[src/rtl/scan_pkg.sv]
// Shared types and helpers for the scan sequencer: state encoding, default dead time,
// and the code-advance / wrap-detect functions used by the sequencer FSM.
package scan_pkg;

   typedef enum logic [1:0] {
      IDLE  = 2'd0,
      DWELL = 2'd1,
      BLANK = 2'd2
   } scan_state_t;

   localparam int BLANK_CYCLES_DEFAULT = 2;

   function automatic logic [1:0] next_code(input logic [1:0] cur, input logic down);
      return down ? (cur - 2'd1) : (cur + 2'd1);
   endfunction

   function automatic logic is_wrap(input logic [1:0] cur, input logic down);
      return down ? (cur == 2'b00) : (cur == 2'b11);
   endfunction

endpackage

[src/rtl/scan_dwell_timer.sv]
// Loadable down-counter timing dwell and blank periods; tc is high while the count is zero.
// A load of N gives N+1 clocks until tc, decrement saturates at zero; no backpressure.
module scan_dwell_timer #(
   parameter int CNT_W = 8
) (
   input  logic             clk,
   input  logic             rst_n,
   input  logic             load,
   input  logic [CNT_W-1:0] load_val,
   input  logic             dec,
   output logic             tc
);

   logic [CNT_W-1:0] cnt;

   always_ff @(posedge clk or negedge rst_n) begin
      if (!rst_n) begin
         cnt <= '0;
      end else if (load) begin
         cnt <= load_val;
      end else if (dec && (cnt != '0)) begin
         cnt <= cnt - 1'b1;
      end
   end

   assign tc = (cnt == '0);

endmodule

[src/rtl/scan_sequencer.sv]
// Sequences a 2-bit decoder select code through dwell (active) and blank (dead-time) periods.
// Outputs registered, one clock from decision edge; code only changes on blank entry.
module scan_sequencer
   import scan_pkg::*;
#(
   parameter int DWELL_W      = 8,
   parameter int BLANK_CYCLES = BLANK_CYCLES_DEFAULT
) (
   input  logic               clk,
   input  logic               rst_n,
   input  logic               en,
   input  logic               dir,
   input  logic               step,
   input  logic [DWELL_W-1:0] dwell,
   output logic [1:0]         code,
   output logic               active,
   output logic               wrap
);

   localparam int CNT_W = (DWELL_W > 4) ? DWELL_W : 4;

   scan_state_t      state, state_nxt;
   logic [1:0]       code_nxt;
   logic             active_nxt;
   logic             wrap_nxt;
   logic             tmr_load;
   logic             tmr_dec;
   logic [CNT_W-1:0] tmr_val;
   logic             tmr_tc;
   logic [CNT_W-1:0] dwell_ld;
   logic [CNT_W-1:0] blank_ld;

   // Timer reaches tc after load_val+1 clocks, so periods are loaded as length-1.
   assign dwell_ld = (dwell == '0) ? '0 : (CNT_W'(dwell) - CNT_W'(1));
   assign blank_ld = CNT_W'(BLANK_CYCLES - 1);

   scan_dwell_timer #(
      .CNT_W (CNT_W)
   ) u_timer (
      .clk      (clk),
      .rst_n    (rst_n),
      .load     (tmr_load),
      .load_val (tmr_val),
      .dec      (tmr_dec),
      .tc       (tmr_tc)
   );

   always_ff @(posedge clk or negedge rst_n) begin
      if (!rst_n) begin
         state  <= IDLE;
         code   <= 2'b00;
         active <= 1'b0;
         wrap   <= 1'b0;
      end else begin
         state  <= state_nxt;
         code   <= code_nxt;
         active <= active_nxt;
         wrap   <= wrap_nxt;
      end
   end

   always_comb begin
      state_nxt = state;
      code_nxt  = code;
      wrap_nxt  = 1'b0;
      tmr_load  = 1'b0;
      tmr_dec   = 1'b0;
      tmr_val   = '0;
      case (state)
         IDLE: begin
            if (en) begin
               state_nxt = DWELL;
               tmr_load  = 1'b1;
               tmr_val   = dwell_ld;
            end else if (step) begin
               state_nxt = BLANK;
               code_nxt  = next_code(code, dir);
               wrap_nxt  = is_wrap(code, dir);
               tmr_load  = 1'b1;
               tmr_val   = blank_ld;
            end
         end
         DWELL: begin
            if (!tmr_tc) begin
               tmr_dec = 1'b1;
            end else if (en) begin
               state_nxt = BLANK;
               code_nxt  = next_code(code, dir);
               wrap_nxt  = is_wrap(code, dir);
               tmr_load  = 1'b1;
               tmr_val   = blank_ld;
            end else begin
               state_nxt = IDLE;
            end
         end
         BLANK: begin
            // en is deliberately not examined here: blank always runs into dwell.
            if (!tmr_tc) begin
               tmr_dec = 1'b1;
            end else begin
               state_nxt = DWELL;
               tmr_load  = 1'b1;
               tmr_val   = dwell_ld;
            end
         end
         default: begin
            state_nxt = IDLE;
         end
      endcase
      active_nxt = (state_nxt == DWELL);
   end

endmodule

[config.mk]
export PLATFORM = sky130hd
export DESIGN_NAME = scan_sequencer
export DESIGN_NICKNAME = d
export VERILOG_FILES = /design/src/rtl/scan_pkg.sv /design/src/rtl/scan_dwell_timer.sv /design/src/rtl/scan_sequencer.sv
export SDC_FILE = /design/constraint.sdc
export NUM_CORES = 1
export LEC_CHECK = 0
export BUFFER_PORTS_ARGS = -buffer_cell sky130_fd_sc_hd__buf_2
export CORE_UTILIZATION = 56
export CTS_CLUSTER_SIZE = 24
export DETAILED_ROUTE_END_ITERATION = 8
export GPL_TIMING_DRIVEN = 0
export PLACE_DENSITY_LB_ADDON = 0.12
export SETUP_SLACK_MARGIN = 0.3
export SYNTH_ARGS = -nofsm -noshare
export SYNTH_HDL_FRONTEND = slang
export SYNTH_HIERARCHICAL = 1
export SYNTH_SLANG_ARGS = --single-unit
[constraint.sdc]
create_clock -name clk -period 3.5 [get_ports clk]
set_clock_uncertainty 0.05 [all_clocks]
set_input_delay 0.7 -clock clk [delete_from_list [all_inputs] [get_ports clk]]
set_output_delay 0.7 -clock clk [all_outputs]
set_load 0.05 [all_outputs]
Word level (Yosys, flattened, before mapping)
Cells that the tools add are included.
{"block": "classes", "add_sub_neg": 4, "multipliers": 0, "div_mod_pow": 0, "order_cmp": 0, "n_eq_ne": 8, "shifts": 0, "n_mux": 35, "n_bitwise": 0, "reduce_logical": 10}
{"operator": "8-bit 2-to-1 mux", "n": 5}
{"operator": "8-bit case mux with 3 select lines", "n": 1}
{"operator": "2-bit 2-to-1 mux", "n": 10}
{"operator": "8-bit logical NOT", "n": 2}
{"operator": "8-bit by 1-bit subtractor with 8-bit output (second input constant)", "n": 2}
{"operator": "1-bit 2-to-1 mux", "n": 15}
{"operator": "2-bit != test (second input constant)", "n": 4}
{"operator": "8-bit nonzero test", "n": 1}
{"operator": "2-bit case mux with 3 select lines", "n": 1}
{"operator": "5-bit AND reduction", "n": 1}
{"operator": "2-bit by 1-bit equality test with 1-bit output (second input constant)", "n": 2}
{"operator": "2-bit equality test (second input constant)", "n": 2}
{"operator": "2-bit logical NOT", "n": 2}
{"operator": "2-bit case mux with 2 select lines", "n": 1}
{"operator": "2-bit nonzero test", "n": 2}
{"operator": "1-bit case mux with 3 select lines", "n": 1}
{"operator": "2-bit by 1-bit adder with 2-bit output (second input constant)", "n": 1}
{"operator": "1-bit case mux with 2 select lines", "n": 1}
{"operator": "2-bit OR reduction", "n": 1}
{"operator": "2-bit by 1-bit subtractor with 2-bit output (second input constant)", "n": 1}
{"operator": "1-bit logical AND", "n": 1}
{"block": "totals", "regBits": 14, "latchBits": 0, "ram_bits": 0, "romBits": 0, "output_inout_bits": 4, "word_cells": 62, "n_memories": 0}

Longest topological paths before layout
Gate-level depths: netlist of run 1.
{"block": "depth", "ltp_word": 6, "ltp_mapped": 10}

Modules after synthesis
Netlist of run 1, hierarchy kept.
{"module": "scan_sequencer", "n_inst": 1, "cells_each": 76, "area_each_um2": 620.6, "seq_area_each_um2": 150.1}
{"module": "scan_dwell_timer", "n_inst": 1, "cells_each": 58, "area_each_um2": 528.0, "seq_area_each_um2": 200.2}

Least setup slack after synthesis of run 1
OpenSTA, ideal clock, no wires.
{"block": "synth_path", "kind": "flip-flop to flip-flop", "from": "register u_timer.cnt[0]", "to": "register u_timer.cnt[7]", "setup_time_ns": 0.126, "t_arrival_ns": 2.458, "t_required_ns": 3.324, "slack_ns": 0.866, "stages_incl_launch_ff": 10, "path_buffers": 0, "cell_sequence": "dfrtp_1 -> inv_1 -> ha_1 -> or3b_2 -> nor2_1 -> nand2_1 -> a21oi_1 -> clkinv_1 -> o311a_1 -> a221o_1"}
{"item": "from (decl)", "line_no": "scan_dwell_timer.sv:14", "source": "logic [CNT_W-1:0] cnt;"}
{"item": "from (signal assigned)", "line_no": "scan_dwell_timer.sv:20", "source": "cnt <= load_val;"}
{"item": "from (signal assigned)", "line_no": "scan_dwell_timer.sv:22", "source": "cnt <= cnt - 1'b1;"}
{"item": "8-bit logical NOT (*)", "line_no": "scan_dwell_timer.sv:26", "source": "assign tc = (cnt == '0);"}
{"item": "named net tmr_tc", "line_no": "scan_sequencer.sv:29", "source": "logic tmr_tc;"}
{"item": "1-bit 2-to-1 mux (on tied branches)", "line_no": "scan_sequencer.sv:98, scan_sequencer.sv:84"}
{"item": "1-bit case mux with 3 select lines (*)", "line_no": "scan_sequencer.sv:69", "source": "case (state)"}
{"item": "named net tmr_load", "line_no": "scan_sequencer.sv:26", "source": "logic tmr_load;"}
{"item": "8-bit 2-to-1 mux or 2-bit nonzero test (tied branches)"}
The timed path passes the listed nets; every way through them passes the cells marked *. The select of a mux whose other input is x is not followed.
A chain may end at the register's enable or synchronous reset.

Worst setup path after layout of run 1
{"block": "layout_path", "from": "register u_timer.cnt[0]", "to": "register u_timer.cnt[0]"}
The elaborated chain is that of the path after synthesis.

==> impl_metrics.sql, run 1 <==
INSERT INTO impl_metrics (metric_group, metric, value, unit) VALUES
('run_status', 'status', 'finished clean', ''),
('yosys', 'postSynthCellCount', '134', ''),
('cells_and_area', 'layout.filler_cells', '182', ''),
('cells_and_area', 'area_growth', '12.9', '%'),
('yosys', 'synth_area_leaders', 'dfrtp_1 (31%), ha_1 (8.7%), a21oi_1 (4.4%)', ''),
('die', 'die_x', '47.3', 'um'),
('cells_and_area', 'post_route_cells_drive_above_1_share', '0.183', ''),
('yosys', 'synth-edff-count', '0', ''),
('route', 'routed_wl', '2.50', 'mm'),
('clock_network', 'clock-sinks', '14', ''),
('global_route', 'grt_pass1_vias', '936', ''),
('yosys', 'yosysTopAreaCellShare', '0.305', ''),
('placement', 'port_buffers', '15', ''),
('sta', 'setup_repair_after_global_routing_missed_its_margin', 'false', ''),
('yosys', 'post_synth_most_frequent_cells', 'dfrtp_1 (14), a21oi_1 (10), nor2_1 (10)', ''),
('global_route', 'pin_count_of_the_biggest_net_entering_global_routing', '15', ''),
('global_route', 'grt_first_pass_wirelength', '4.02', 'mm'),
('power', 'powerDensity', '241', 'mW/mm^2'),
('clock_network', 'number_of_gates_resized_after_cts', '0', ''),
('cells_and_area', 'finish.instance_area', '0.00130', 'mm^2'),
('placement', 'place_ws', '408', 'ps'),
('sta', 'timing.slew.headroom', '0.576', ''),
('route', 'detail_route.drc_violations', '0', ''),
('sta', 'min_period_over_period', '0.847', ''),
('yosys', 'post_synth_net_total', '155', ''),
('sta', 'tns', '0', 'ps'),
('sta', 'hold_ws', '241', 'ps'),
('clock_network', 'clock_tree.buffer_depth', '2', ''),
('yosys', 'ys_types', '46', ''),
('power', 'leakage', '0.536', 'nW'),
('die', 'ioPinCount', '17', ''),
('sta', 'worst-slew-pin-transition', '631', 'ps'),
('die', 'dieHeight', '47.3', 'um'),
('yosys', 'synth_area_per_cell', '8.57', 'um^2'),
('sta', 'top_achievable_clock_speed', '337', 'MHz'),
('yosys', 'synthesis.yosys.warnings', '6', ''),
('die', 'core_area', '0.00194', 'mm^2'),
('placement', 'placedInstanceArea', '0.00126', 'mm^2'),
('clock_network', 'cts_tree', 'done', ''),
('clock_network', 'cts.hold.buffers_added', '0', ''),
('global_route', 'grt_util_all_layers', '0.251', ''),
('run', 'max_cap_violations', '0', ''),
('power', 'max-vdd-ir-drop', '214', 'uV'),
('yosys', 'synth-seq-area-share', '0.305', ''),
('route', 'vias', '1086', ''),
('yosys', 'main_flop_type_after_synthesis', 'dfrtp_1', ''),
('clock_network', 'deepest_level_of_the_cts_h_tree', '1', ''),
('sta', 'worst_slack', '537', 'ps'),
('setup_path', 'critical_path_peak_fanout', '10', ''),
('clock_network', 'worst_skew_pair.late_latency', '290', 'ps'),
('die', 'floorplan.rows', '16', ''),
('clock_network', 'post_cts.repair.setup_buffers', '0', ''),
('die', 'design.die.area', '0.00224', 'mm^2'),
('setup_path', 'critPathArrivalTime', '3080', 'ps'),
('setup_path', 'critical_path_class', 'flop to flop', ''),
('clock_network', 'root_buffer', 'clkbuf_4', ''),
('route', 'drt_pass1_iterations', '4', ''),
('cells_and_area', 'multi_input_gate_area_in_the_final_layout', '754', 'um^2'),
('yosys', 'async_flop_share', '1.00', ''),
('cells_and_area', 'storage_cell_area', '350', 'um^2'),
('yosys', 'synth-seq-cells', '14', ''),
('route', 'routed_wl_per_cell', '13.9', 'um'),
('setup_path', 'worst-endpoint-required', '3620', 'ps'),
('cells_and_area', 'nets', '175', ''),
('sta', 'timing.final.hold_violations', '0', ''),
('setup_path', 'critical_path.startpoint_type', 'flop', ''),
('placement', 'place.gp.congestion', '0.843', ''),
('route', 'antenna_nets_post_route', '0', ''),
('route', 'viasPerCell', '6.03', ''),
('clock_network', 'clock_buffers_created_by_tritoncts', '3', ''),
('yosys', 'yosys.cell_count.top_type', 'dfrtp_1', ''),
('clock_network', 'cts.clk_slew.worst_paths', '100', 'ps'),
('route', 'drtIter0Drc', '26', ''),
('min_path', 'timing.hold.worst.class', 'primary input to asynchronous set/reset pin', ''),
('setup_path', 'timing.critical_path.to_type', 'flop', ''),
('placement', 'dp_hpwl', '1.92', 'mm'),
('global_route', 'gr-total-overflow', '0', ''),
('global_route', 'grt_antenna_before_repair', '0', ''),
('yosys', 'synthesis.area', '0.00115', 'mm^2'),
('sta', 'period_minus_slack', '2960', 'ps'),
('yosys', 'synth_area_leader_cell', 'dfrtp_1', ''),
('sta', 'report.final.slew_viol_count', '0', ''),
('cells_and_area', 'antenna_cells', '0', ''),
('sta', 'timing.final.setup_violations', '0', ''),
('die', 'floorplan.initialDensity', '0.591', '');
## critical path, cell delays in order, from the launching register on
cell,delay [ps]
dfrtp_1,420
inv_1,130
ha_1,220
or3b_2,510
nor2_2,310
nand2_1,90
a21oi_1,390
clkbuf_1,400
nor3b_1,110
a21oi_1,130
nand3_1,100
## metal layers
metal  GRT usage  vias up  part of all wire
li1            -      551                 -
met1       0.351      504              0.47
met2       0.408       29              0.48
met3      0.0346        2             0.042
met4      0.0514        0            0.0056
met5           0        -                 0
## through the flow
stage / std cells / util / total power, mW
floorplan: 134 / - / 0.177
global placement: 176 / 0.648 / 0.191
detailed placement: 176 / 0.648 / 0.192
CTS: 180 / 0.666 / 0.313
global route: 180 / 0.668 / 0.321
finish: 180 / 0.668 / 0.312
## registers in the layout, indices dropped and copies added, names as in the netlist
name         cells
wrap             1
state            2
code             2
u_timer/cnt      8
active           1
## layout by cell type (no fill, tap or decap), types with 2 or more instances in the layout
cell type and count:
a21oi_1 10, a221o_1 2, a31oi_1 2, buf_2 16, clkbuf_1 2, clkbuf_4 3
dfrtp_1 14, ha_1 8, inv_1 8, nand2_1 5, nand3_1 3, nand4_1 2
nor2_1 9, nor2b_1 6, nor3_1 5, nor3b_1 3, o211ai_1 3, o21a_1 2
o21ai_0 8, o22ai_1 3, o31ai_1 2, or3_1 2, or3b_2 2, or4_1 4
or4b_1 2, xnor2_1 4
## cell families (layout without fill, tap and decap cells)
family / count (synthesis) / after routing / share of synthesized area
AOI/OAI and AO/OA: 43 / 43 / 0.254
xor gates and xnor gates: 4 / 4 / 0.0305
adders and majority gates: 8 / 8 / 0.0871
buffers and inverters: 12 / 31 / 0.0403
DFF: 14 / 14 / 0.305
muxes: 1 / 1 / 0.00871
and+or+nand+nor: 52 / 52 / 0.275
## worst paths after layout
kind / startpoint / to / slack (ps) / cells past startpoint
worst max-delay path: u_timer/cnt[0]$_DFFE_PN0P_ / u_timer/cnt[0]$_DFFE_PN0P_ / 540 / 10
worst min-delay path: rst_n / wrap$_DFF_PN0_ / 240 / 1
worst max register to register: u_timer/cnt[0]$_DFFE_PN0P_ / u_timer/cnt[0]$_DFFE_PN0P_ / 540 / 10
worst min register to register: code[1]$_DFFE_PN0P_ / code[1]$_DFFE_PN0P_ / 470 / 1
max in group asynchronous: rst_n / state[1]$_DFF_PN0_ / 2920 / 1
min in group clk: code[1]$_DFFE_PN0P_ / code[1]$_DFFE_PN0P_ / 470 / 1
## power breakdown
group          total [mW]  switching (mW)  internal (mW)
sequential          0.162               0          0.162
clock               0.123          0.0595         0.0633
combinational      0.0273          0.0158         0.0115
## final cells by class
class                           instances  share of cell area
Inverter                                9              0.0261
Tap cell                               27              0.0261
Clock buffer                            4              0.0280
Buffer                                  3             0.00965
Multi-Input combinational cell        108               0.582
Timing Repair Buffer                   15              0.0579
Sequential cell                        14               0.270
No activity file was read; power rests on OpenSTA's default activity.
==> run 2: changes to the inputs <==
--- a/config.mk
+++ b/config.mk
@@ -5,8 +5,9 @@
 export SDC_FILE = /design/constraint.sdc
 export NUM_CORES = 1
 export LEC_CHECK = 0
+export ABC_AREA = 1
 export BUFFER_PORTS_ARGS = -buffer_cell sky130_fd_sc_hd__buf_2
-export CORE_UTILIZATION = 56
+export CORE_UTILIZATION = 57
 export CTS_CLUSTER_SIZE = 24
 export DETAILED_ROUTE_END_ITERATION = 8
 export GPL_TIMING_DRIVEN = 0
==> constraint.sdc (replaced) <==
create_clock -name clk -period 3 [get_ports clk]
set_clock_uncertainty 0.05 [all_clocks]
set_input_delay 0.6 -clock clk [delete_from_list [all_inputs] [get_ports clk]]
set_output_delay 0.6 -clock clk [all_outputs]
set_load 0.05 [all_outputs]
==> run 2 against run 1 <==
Synthesized cell count is 57% higher. Flip-flop and latch count stayed put. Core utilization is 0.45 points lower. Sequential power is 110% higher. Via count is 21% higher. Non-clock buffer count is 1 lower. Design area is 12% higher. Hold slack worse by 79 ps. Critical path depth is 3 higher. Routed wire length is 3.0% higher. Register-to-register slack better by 50 ps.
==> impl_metrics.sql, run 2 <==
INSERT INTO impl_metrics (metric_group, metric, value, unit) VALUES
('die', 'ioPinCount', '17', ''),
('yosys', 'synth-edff-count', '0', ''),
('yosys', 'synth_area_per_cell', '6.24', 'um^2'),
('route', 'route.layer.met1.wl', '1.24', 'mm'),
('yosys', 'synth_area_leaders', 'dfrtp_1 (27%), nand2_1 (21%), nand3_1 (8.8%)', ''),
('die', 'design.die.area', '0.00250', 'mm^2'),
('cells_and_area', 'mostFrequentLayoutCell', 'nand2_1', ''),
('yosys', 'synth-seq-cells', '14', ''),
('setup_path', 'critPathLaunch', 'u_timer/cnt[0]$_DFFE_PN0P_', ''),
('sta', 'report.final.slew_viol_count', '0', ''),
('yosys', 'synth-seq-area-share', '0.267', ''),
('yosys', 'yosys.cell_count.top_type', 'nand2_1', ''),
('route', 'drt_pass1_iterations', '4', ''),
('setup_path', 'critical_path_peak_fanout', '8', ''),
('route', 'vias', '1310', ''),
('clock_network', 'deepest_level_of_the_cts_h_tree', '1', ''),
('setup_path', 'worst-endpoint-required', '3120', 'ps'),
('placement', 'placedInstanceArea', '0.00143', 'mm^2'),
('sta', 'period_minus_slack', '2410', 'ps'),
('cells_and_area', 'antenna_cells', '0', ''),
('die', 'floorplan.rows', '17', ''),
('setup_path', 'crit-reg2reg-capture', 'u_timer/cnt[4]$_DFFE_PN0P_', ''),
('sta', 'worst-slew-pin-transition', '354', 'ps'),
('die', 'floorplan.initialDensity', '0.599', ''),
('route', 'routed_wl', '2.57', 'mm'),
('cells_and_area', 'final_core_utilization', '0.663', ''),
('setup_path', 'critPathArrivalTime', '2530', 'ps'),
('setup_path', 'worst_setup_path_endpoint', 'u_timer/cnt[4]$_DFFE_PN0P_', ''),
('sta', 'timing.final.hold_violations', '0', ''),
('yosys', 'main_flop_type_after_synthesis', 'dfrtp_1', ''),
('cells_and_area', 'finish.instance_area', '0.00145', 'mm^2'),
('sta', 'top_achievable_clock_speed', '414', 'MHz'),
('setup_path', 'slowest_stage', 'dfrtp_1', ''),
('cells_and_area', 'top_regs', 'u_timer/cnt (8), code (2), state (2)', ''),
('sta', 'timing.slew.headroom', '0.763', ''),
('global_route', 'pin_count_of_the_biggest_net_entering_global_routing', '15', ''),
('global_route', 'grt_pass1_vias', '1214', ''),
('global_route', 'grt_util_all_layers', '0.250', ''),
('clock_network', 'root_buffer', 'clkbuf_4', ''),
('clock_network', 'clock_buffers_created_by_tritoncts', '3', ''),
('yosys', 'post_synth_most_frequent_cells', 'nand2_1 (73), inv_1 (27), nand3_1 (23), nor2_1 (23), dfrtp_1 (14)', ''),
('setup_path', 'worst-r2r-setup-slack', '590', 'ps'),
('power', 'max-vdd-ir-drop', '598', 'uV'),
('route', 'antenna_nets_post_route', '0', ''),
('route', 'highest_layer', 'met4', ''),
('setup_path', 'r2r_start', 'u_timer/cnt[0]$_DFFE_PN0P_', ''),
('setup_path', 'cp_common_cell', 'nand2_1', ''),
('sta', 'setup_repair_after_global_routing_missed_its_margin', 'false', ''),
('placement', 'place.gp.congestion', '0.896', ''),
('clock_network', 'worst_skew_pair.late_latency', '270', 'ps'),
('setup_path', 'crit_path_cell_trace', 'inv_1 > ha_1 > nand2_1 > nor2_2 > nand2_1 > nand2_2 > inv_2 > a31oi_1 > inv_1 > nand2_4 > clkinv_2 > nand2_1 > nand2_1', ''),
('setup_path', 'worst-r2r-cell-count', '13', ''),
('power', 'leakage', '0.795', 'nW'),
('placement', 'dp_hpwl', '2.08', 'mm'),
('placement', 'port_buffers', '16', ''),
('yosys', 'post_synth_net_total', '231', ''),
('clock_network', 'cts.clk_slew.worst_paths', '80', 'ps'),
('sta', 'timing.final.setup_violations', '0', ''),
('global_route', 'gr-total-overflow', '0', ''),
('cells_and_area', 'post_route_cells_drive_above_1_share', '0.162', ''),
('yosys', 'synthesis.area', '0.00131', 'mm^2'),
('clock_network', 'clock_tree.buffer_depth', '2', ''),
('yosys', 'postSynthCellCount', '210', ''),
('route', 'detail_route.drc_violations', '0', ''),
('global_route', 'grt_antenna_before_repair', '0', ''),
('yosys', 'ys_types', '23', ''),
('yosys', 'synthesis.yosys.warnings', '6', ''),
('cells_and_area', 'nets', '252', ''),
('run_status', 'status', 'finished clean', ''),
('cells_and_area', 'area_growth', '10.8', '%'),
('sta', 'tns', '0', 'ps'),
('setup_path', 'critPathMaxStageDelay', '380', 'ps'),
('setup_path', 'timing.critical_path.to_type', 'flop', ''),
('run', 'max_cap_violations', '0', ''),
('cells_and_area', 'commonest_cells_after_routing_fill_and_taps_aside', 'nand2_1 (73), inv_1 (27), nand3_1 (23), nor2_1 (22), buf_2 (16)', ''),
('die', 'core_area', '0.00219', 'mm^2'),
('min_path', 'timing.hold.worst.class', 'primary input to asynchronous set/reset pin', ''),
('route', 'drtIter0Drc', '34', ''),
('clock_network', 'clock-sinks', '14', ''),
('yosys', 'async_flop_share', '1.00', ''),
('clock_network', 'cts_tree', 'done', ''),
('cells_and_area', 'largest-register', 'u_timer/cnt', ''),
('setup_path', 'critical_path_class', 'flop to flop', ''),
('route', 'viasPerCell', '5.10', ''),
('yosys', 'synth_area_leader_cell', 'dfrtp_1', ''),
('global_route', 'grt_first_pass_wirelength', '4.86', 'mm'),
('cells_and_area', 'largest_reg_flops', '8', ''),
('die', 'die_x', '50.0', 'um'),
('power', 'powerDensity', '993', 'mW/mm^2'),
('route', 'met2WireLength', '1.19', 'mm'),
('route', 'met3WireLength', '130', 'um'),
('power', 'post_layout_total_power', '1.44', 'mW'),
('setup_path', 'critical_path.startpoint_type', 'flop', ''),
('sta', 'min_period_over_period', '0.805', ''),
('clock_network', 'post_cts.repair.setup_buffers', '0', ''),
('route', 'routed_wl_per_cell', '10.0', 'um'),
('die', 'dieHeight', '50.0', 'um'),
('yosys', 'yosysTopAreaCellShare', '0.267', '');
==> run 2: cell types whose count changed after synthesis, sizes merged, moves of 5 or more <==
cell / previous run / this run
nand2: 5 / 78
inv: 8 / 28
nand3: 3 / 23
nor2: 10 / 29
a21oi: 10 / 1
nor2b: 6 / 0
o21ai: 8 / 14
nor3: 5 / 0
or4: 5 / 0
==> run 2: cell families after synthesis <==
family,after synthesis,share of synthesized area
AOI/OAI and AO/OA,17,0.0763
xor gates and xnor gates,4,0.0267
adders and majority gates,8,0.0763
buffers and inverters,30,0.0868
DFF,14,0.267
and+or+nand+nor,137,0.467
==> run 2: repair_timing <==
action | CTS | global route
gates resized for setup | 0 | 3
hold buffers | 0 | 0
setup endpoints to repair | 0 | 8
endpoints found under the hold margin | 0 | 0
==> run 2: power breakdown <==
group	total, mW	switching (mW)	internal, mW	leakage, nW
Sequential	0.342	0.0726	0.269	0.180
Clock	0.104	0.0572	0.0463	0.0138
Combinational	0.998	0.668	0.329	0.602
Total	1.44	0.798	0.645	0.795
==> run 2: critical path: cells and delay by family (launching register included) <==
family | cells | cell delay [ps]
DFF | 1 | 380
AOI/OAI and AO/OA | 1 | 290
buffers and inverters | 4 | 560
adders and majority gates | 1 | 180
and+or+nand+nor | 7 | 880
==> run 2: layer usage <==
metal / GRT usage / vias to the layer above
met2: 0.428 / 46
met4: 0.0714 / 0
met5: 0 / -
li1: - / 699
met1: 0.323 / 563
met3: 0.0370 / 2
==> run 2: stage by stage <==
stage | instances | setup WS (ps) | hold slack (ps)
2_1_floorplan | 210 | 812 | 254
3_3_place_gp | 254 | 528 | 463
3_5_place_dp | 254 | 429 | 470
4_1_cts | 257 | 398 | 169
5_1_grt | 257 | 308 | 175
6_report | 257 | 586 | 163
==> run 2: worst min path at each step <==
stage,cells after the start,slack (ps),end
final,1,160,u_timer/cnt[7]$_DFFE_PN0P_
after global routing,1,180,wrap$_DFF_PN0_
after CTS,1,170,code[1]$_DFFE_PN0P_
after detailed placement,1,470,code[1]$_DFFE_PN0P_
after global placement,1,460,code[0]$_DFFE_PN0P_
after floorplan,0,250,active$_DFF_PN0_
==> run 2: cell type report <==
| cell class | count | area (um^2) |
|---|---|---|
| plain buffers | 1 | 5.00 |
| repair buffers | 16 | 80.1 |
| multi-input cells | 166 | 850 |
| inverters | 29 | 110 |
| flip-flops and latches | 14 | 350 |
| fillers | 221 | 738 |
| well taps | 28 | 35.0 |
| clock buffers | 3 | 22.5 |
==> run 3: changes to the inputs <==
--- a/config.mk
+++ b/config.mk
@@ -5,9 +5,9 @@
 export SDC_FILE = /design/constraint.sdc
 export NUM_CORES = 1
 export LEC_CHECK = 0
-export ABC_AREA = 1
+export ABC_AREA = 0
 export BUFFER_PORTS_ARGS = -buffer_cell sky130_fd_sc_hd__buf_2
-export CORE_UTILIZATION = 57
+export CORE_UTILIZATION = 50
 export CTS_CLUSTER_SIZE = 24
 export DETAILED_ROUTE_END_ITERATION = 8
 export GPL_TIMING_DRIVEN = 0
==> constraint.sdc (replaced) <==
create_clock -name clk -period 2.2 [get_ports clk]
set_clock_uncertainty 0.05 [all_clocks]
set_input_delay 0.44 -clock clk [delete_from_list [all_inputs] [get_ports clk]]
set_output_delay 0.44 -clock clk [all_outputs]
set_load 0.05 [all_outputs]
==> run 3 against run 2 <==
Register-to-register slack worse by 710 ps. Maximum frequency up 4.0%. Highest routed layer unchanged. Flip-flop and latch count unchanged. Combinational power down 95%. Hold slack better by 300 ps. The run now ends with negative setup slack left.
==> impl_metrics.sql, run 3 (same netlist as run 1, synthesis figures left out) <==
INSERT INTO impl_metrics (metric_group, metric, value, unit) VALUES
('power', 'powerDensity', '296', 'mW/mm^2'),
('sta', 'report.final.slew_viol_count', '0', ''),
('setup_path', 'critical_path.startpoint_type', 'flop', ''),
('die', 'ioPinCount', '17', ''),
('route', 'drtIter0Drc', '62', ''),
('clock_network', 'clock_tree.buffer_depth', '2', ''),
('cells_and_area', 'storage_cell_area', '350', 'um^2'),
('global_route', 'grt_util_all_layers', '0.282', ''),
('sta', 'tns', '-559', 'ps'),
('route', 'vias', '1255', ''),
('clock_network', 'clock_buffers_created_by_tritoncts', '3', ''),
('sta', 'timing.final.hold_violations', '0', ''),
('die', 'core_area', '0.00206', 'mm^2'),
('placement', 'dp_hpwl', '1.84', 'mm'),
('run_status', 'status', 'finished with violations', ''),
('placement', 'place.gp.congestion', '0.861', ''),
('run', 'max_cap_violations', '0', ''),
('clock_network', 'cts_tree', 'done', ''),
('sta', 'timing.slew.headroom', '0.450', ''),
('sta', 'hold_ws', '464', 'ps'),
('die', 'floorplan.initialDensity', '0.557', ''),
('setup_path', 'worst-endpoint-required', '2310', 'ps'),
('placement', 'port_buffers', '15', ''),
('clock_network', 'worst_skew_pair.late_latency', '280', 'ps'),
('cells_and_area', 'multi_input_gate_area_in_the_final_layout', '882', 'um^2'),
('sta', 'timing.final.setup_violations', '7', ''),
('cells_and_area', 'top_regs', 'u_timer/cnt (8), code (2), state (2)', ''),
('global_route', 'grt_pass1_vias', '1117', ''),
('sta', 'period_minus_slack', '2320', 'ps'),
('power', 'leakage', '0.724', 'nW'),
('cells_and_area', 'largest_reg_flops', '8', ''),
('placement', 'total_placed_cells_including_tap_cells', '176', ''),
('clock_network', 'cts.clk_slew.worst_paths', '90', 'ps'),
('min_path', 'hold_start', 'code[1]$_DFFE_PN0P_', ''),
('die', 'dieHeight', '49.9', 'um'),
('global_route', 'gr-total-overflow', '0', ''),
('route', 'drt_pass1_iterations', '4', ''),
('cells_and_area', 'commonest_cells_after_routing_fill_and_taps_aside', 'buf_4 (22), buf_2 (15), dfrtp_1 (14), nor2_1 (8), o21ai_0 (8)', ''),
('sta', 'min_period_over_period', '1.06', ''),
('setup_path', 'timing.critical_path.to_type', 'flop', ''),
('clock_network', 'deepest_level_of_the_cts_h_tree', '1', ''),
('setup_path', 'critical_path_peak_fanout', '6', ''),
('cells_and_area', 'mostFrequentLayoutCell', 'buf_4', ''),
('placement', 'place_ws', '-259', 'ps'),
('route', 'viasPerCell', '6.06', ''),
('min_path', 'timing.hold.worst.class', 'flop to flop', ''),
('die', 'design.die.area', '0.00249', 'mm^2'),
('route', 'routed_wl_per_cell', '16.4', 'um'),
('global_route', 'grt_first_pass_wirelength', '5.26', 'mm'),
('setup_path', 'crit-reg2reg-capture', 'u_timer/cnt[0]$_DFFE_PN0P_', ''),
('route', 'routed_wl', '3.40', 'mm'),
('cells_and_area', 'layout.filler_cells', '124', ''),
('power', 'post_layout_total_power', '0.493', 'mW'),
('die', 'die_x', '49.9', 'um'),
('global_route', 'pin_count_of_the_biggest_net_entering_global_routing', '15', ''),
('cells_and_area', 'stdcell_count', '207', ''),
('setup_path', 'r2r_start', 'u_timer/cnt[0]$_DFFE_PN0P_', ''),
('setup_path', 'critical_path_class', 'flop to flop', ''),
('route', 'detail_route.drc_violations', '0', ''),
('run_status', 'violations', 'negative setup slack', ''),
('power', 'max-vdd-ir-drop', '329', 'uV'),
('global_route', 'grt_antenna_before_repair', '0', ''),
('cells_and_area', 'area_growth', '45.0', '%'),
('clock_network', 'clock-sinks', '14', ''),
('setup_path', 'critPathArrivalTime', '2440', 'ps'),
('sta', 'worst-slew-pin-transition', '818', 'ps'),
('setup_path', 'worst-r2r-setup-slack', '-120', 'ps'),
('sta', 'worst_slack', '-122', 'ps'),
('route', 'antenna_nets_post_route', '0', ''),
('setup_path', 'worst-r2r-cell-count', '10', ''),
('cells_and_area', 'nets', '202', ''),
('min_path', 'timing.hold.worst_endpoint', 'code[1]$_DFFE_PN0P_', ''),
('sta', 'top_achievable_clock_speed', '431', 'MHz'),
('die', 'floorplan.rows', '16', ''),
('cells_and_area', 'largest-register', 'u_timer/cnt', ''),
('clock_network', 'root_buffer', 'clkbuf_4', ''),
('sta', 'setup_repair_after_global_routing_missed_its_margin', 'true', ''),
('cells_and_area', 'post_route_cells_drive_above_1_share', '0.428', ''),
('min_path', 'timing.hold.worst_path_depth', '1', ''),
('cells_and_area', 'antenna_cells', '0', '');
[run 3: changes by cell type in the layout (fill, tap and decap cells not counted), sizes merged, moves of 9 or more]
cell,change
inv,-20
nand3,-20
buf,+26
nor2,-19
a21oi,+9
nand2,-73
[run 3: where the power goes]
group / switching (mW) / internal (mW)
Clock: 0.0885 / 0.101
Sequential: 0 / 0.257
Combinational: 0.0268 / 0.0195
Total: 0.115 / 0.377
[run 3: layer usage]
| layer | up-vias | GRT usage | part of all wire |
|---|---|---|---|
| met4 | 0 | 0.0714 | 0.0068 |
| li1 | 605 | - | - |
| met3 | 4 | 0.0586 | 0.051 |
| met5 | - | 0 | 0 |
| met2 | 43 | 0.482 | 0.50 |
| met1 | 603 | 0.358 | 0.44 |
[run 3: through the flow]
step	area [um^2]	utilization
after floorplan	1200	-
after global placement	1310	0.633
after global routing	1670	0.808
final	1670	0.808
after detailed placement	1310	0.633
after CTS	1500	0.729
[run 3: timing repair]
| item | 4_1_cts | 5_1_grt |
|---|---|---|
| setup buffers | 14 | 12 |
| cloned | 0 | 0 |
| pin swaps | 10 | 14 |
| hold buffers | 1 | 0 |
| setup endpoints to repair | 12 | 14 |
| endpoints found under the hold margin | 14 | 0 |
| resized for setup | 10 | 17 |
[run 3: worst max-delay path by stage]
| stage | depth (start not counted) | endpoint | slack (ps) | startpoint |
|---|---|---|---|---|
| 3_5_place_dp | 8 | u_timer/cnt[7]$_DFFE_PN0P_ | -260 | u_timer/cnt[3]$_DFFE_PN0P_ |
| 2_1_floorplan | 8 | u_timer/cnt[7]$_DFFE_PN0P_ | -40 | u_timer/cnt[3]$_DFFE_PN0P_ |
| 5_1_grt | 10 | u_timer/cnt[0]$_DFFE_PN0P_ | -200 | u_timer/cnt[0]$_DFFE_PN0P_ |
| 3_3_place_gp | 8 | u_timer/cnt[7]$_DFFE_PN0P_ | -240 | u_timer/cnt[3]$_DFFE_PN0P_ |
| 4_1_cts | 8 | u_timer/cnt[7]$_DFFE_PN0P_ | 4 | u_timer/cnt[4]$_DFFE_PN0P_ |
| 6_report | 10 | u_timer/cnt[0]$_DFFE_PN0P_ | -120 | u_timer/cnt[0]$_DFFE_PN0P_ |
[run 3: final cells by class]
class | instances | area share
sequential | 14 | 0.210
tap | 27 | 0.0203
inverter | 9 | 0.0233
multi-input combinational | 108 | 0.530
timing repair buffer | 42 | 0.177
buffer | 3 | 0.0173
clock buffer | 4 | 0.0218
[run 3: worst max-delay path: stages, from the launching register on]
cell and delay (ps):
dfrtp_1 410, inv_2 120, ha_4 150, or3b_4 410
nor2_4 190, nand2_2 80, a21oi_4 270, clkinv_4 120
buf_4 170, o2111ai_1 120, nand3_1 100
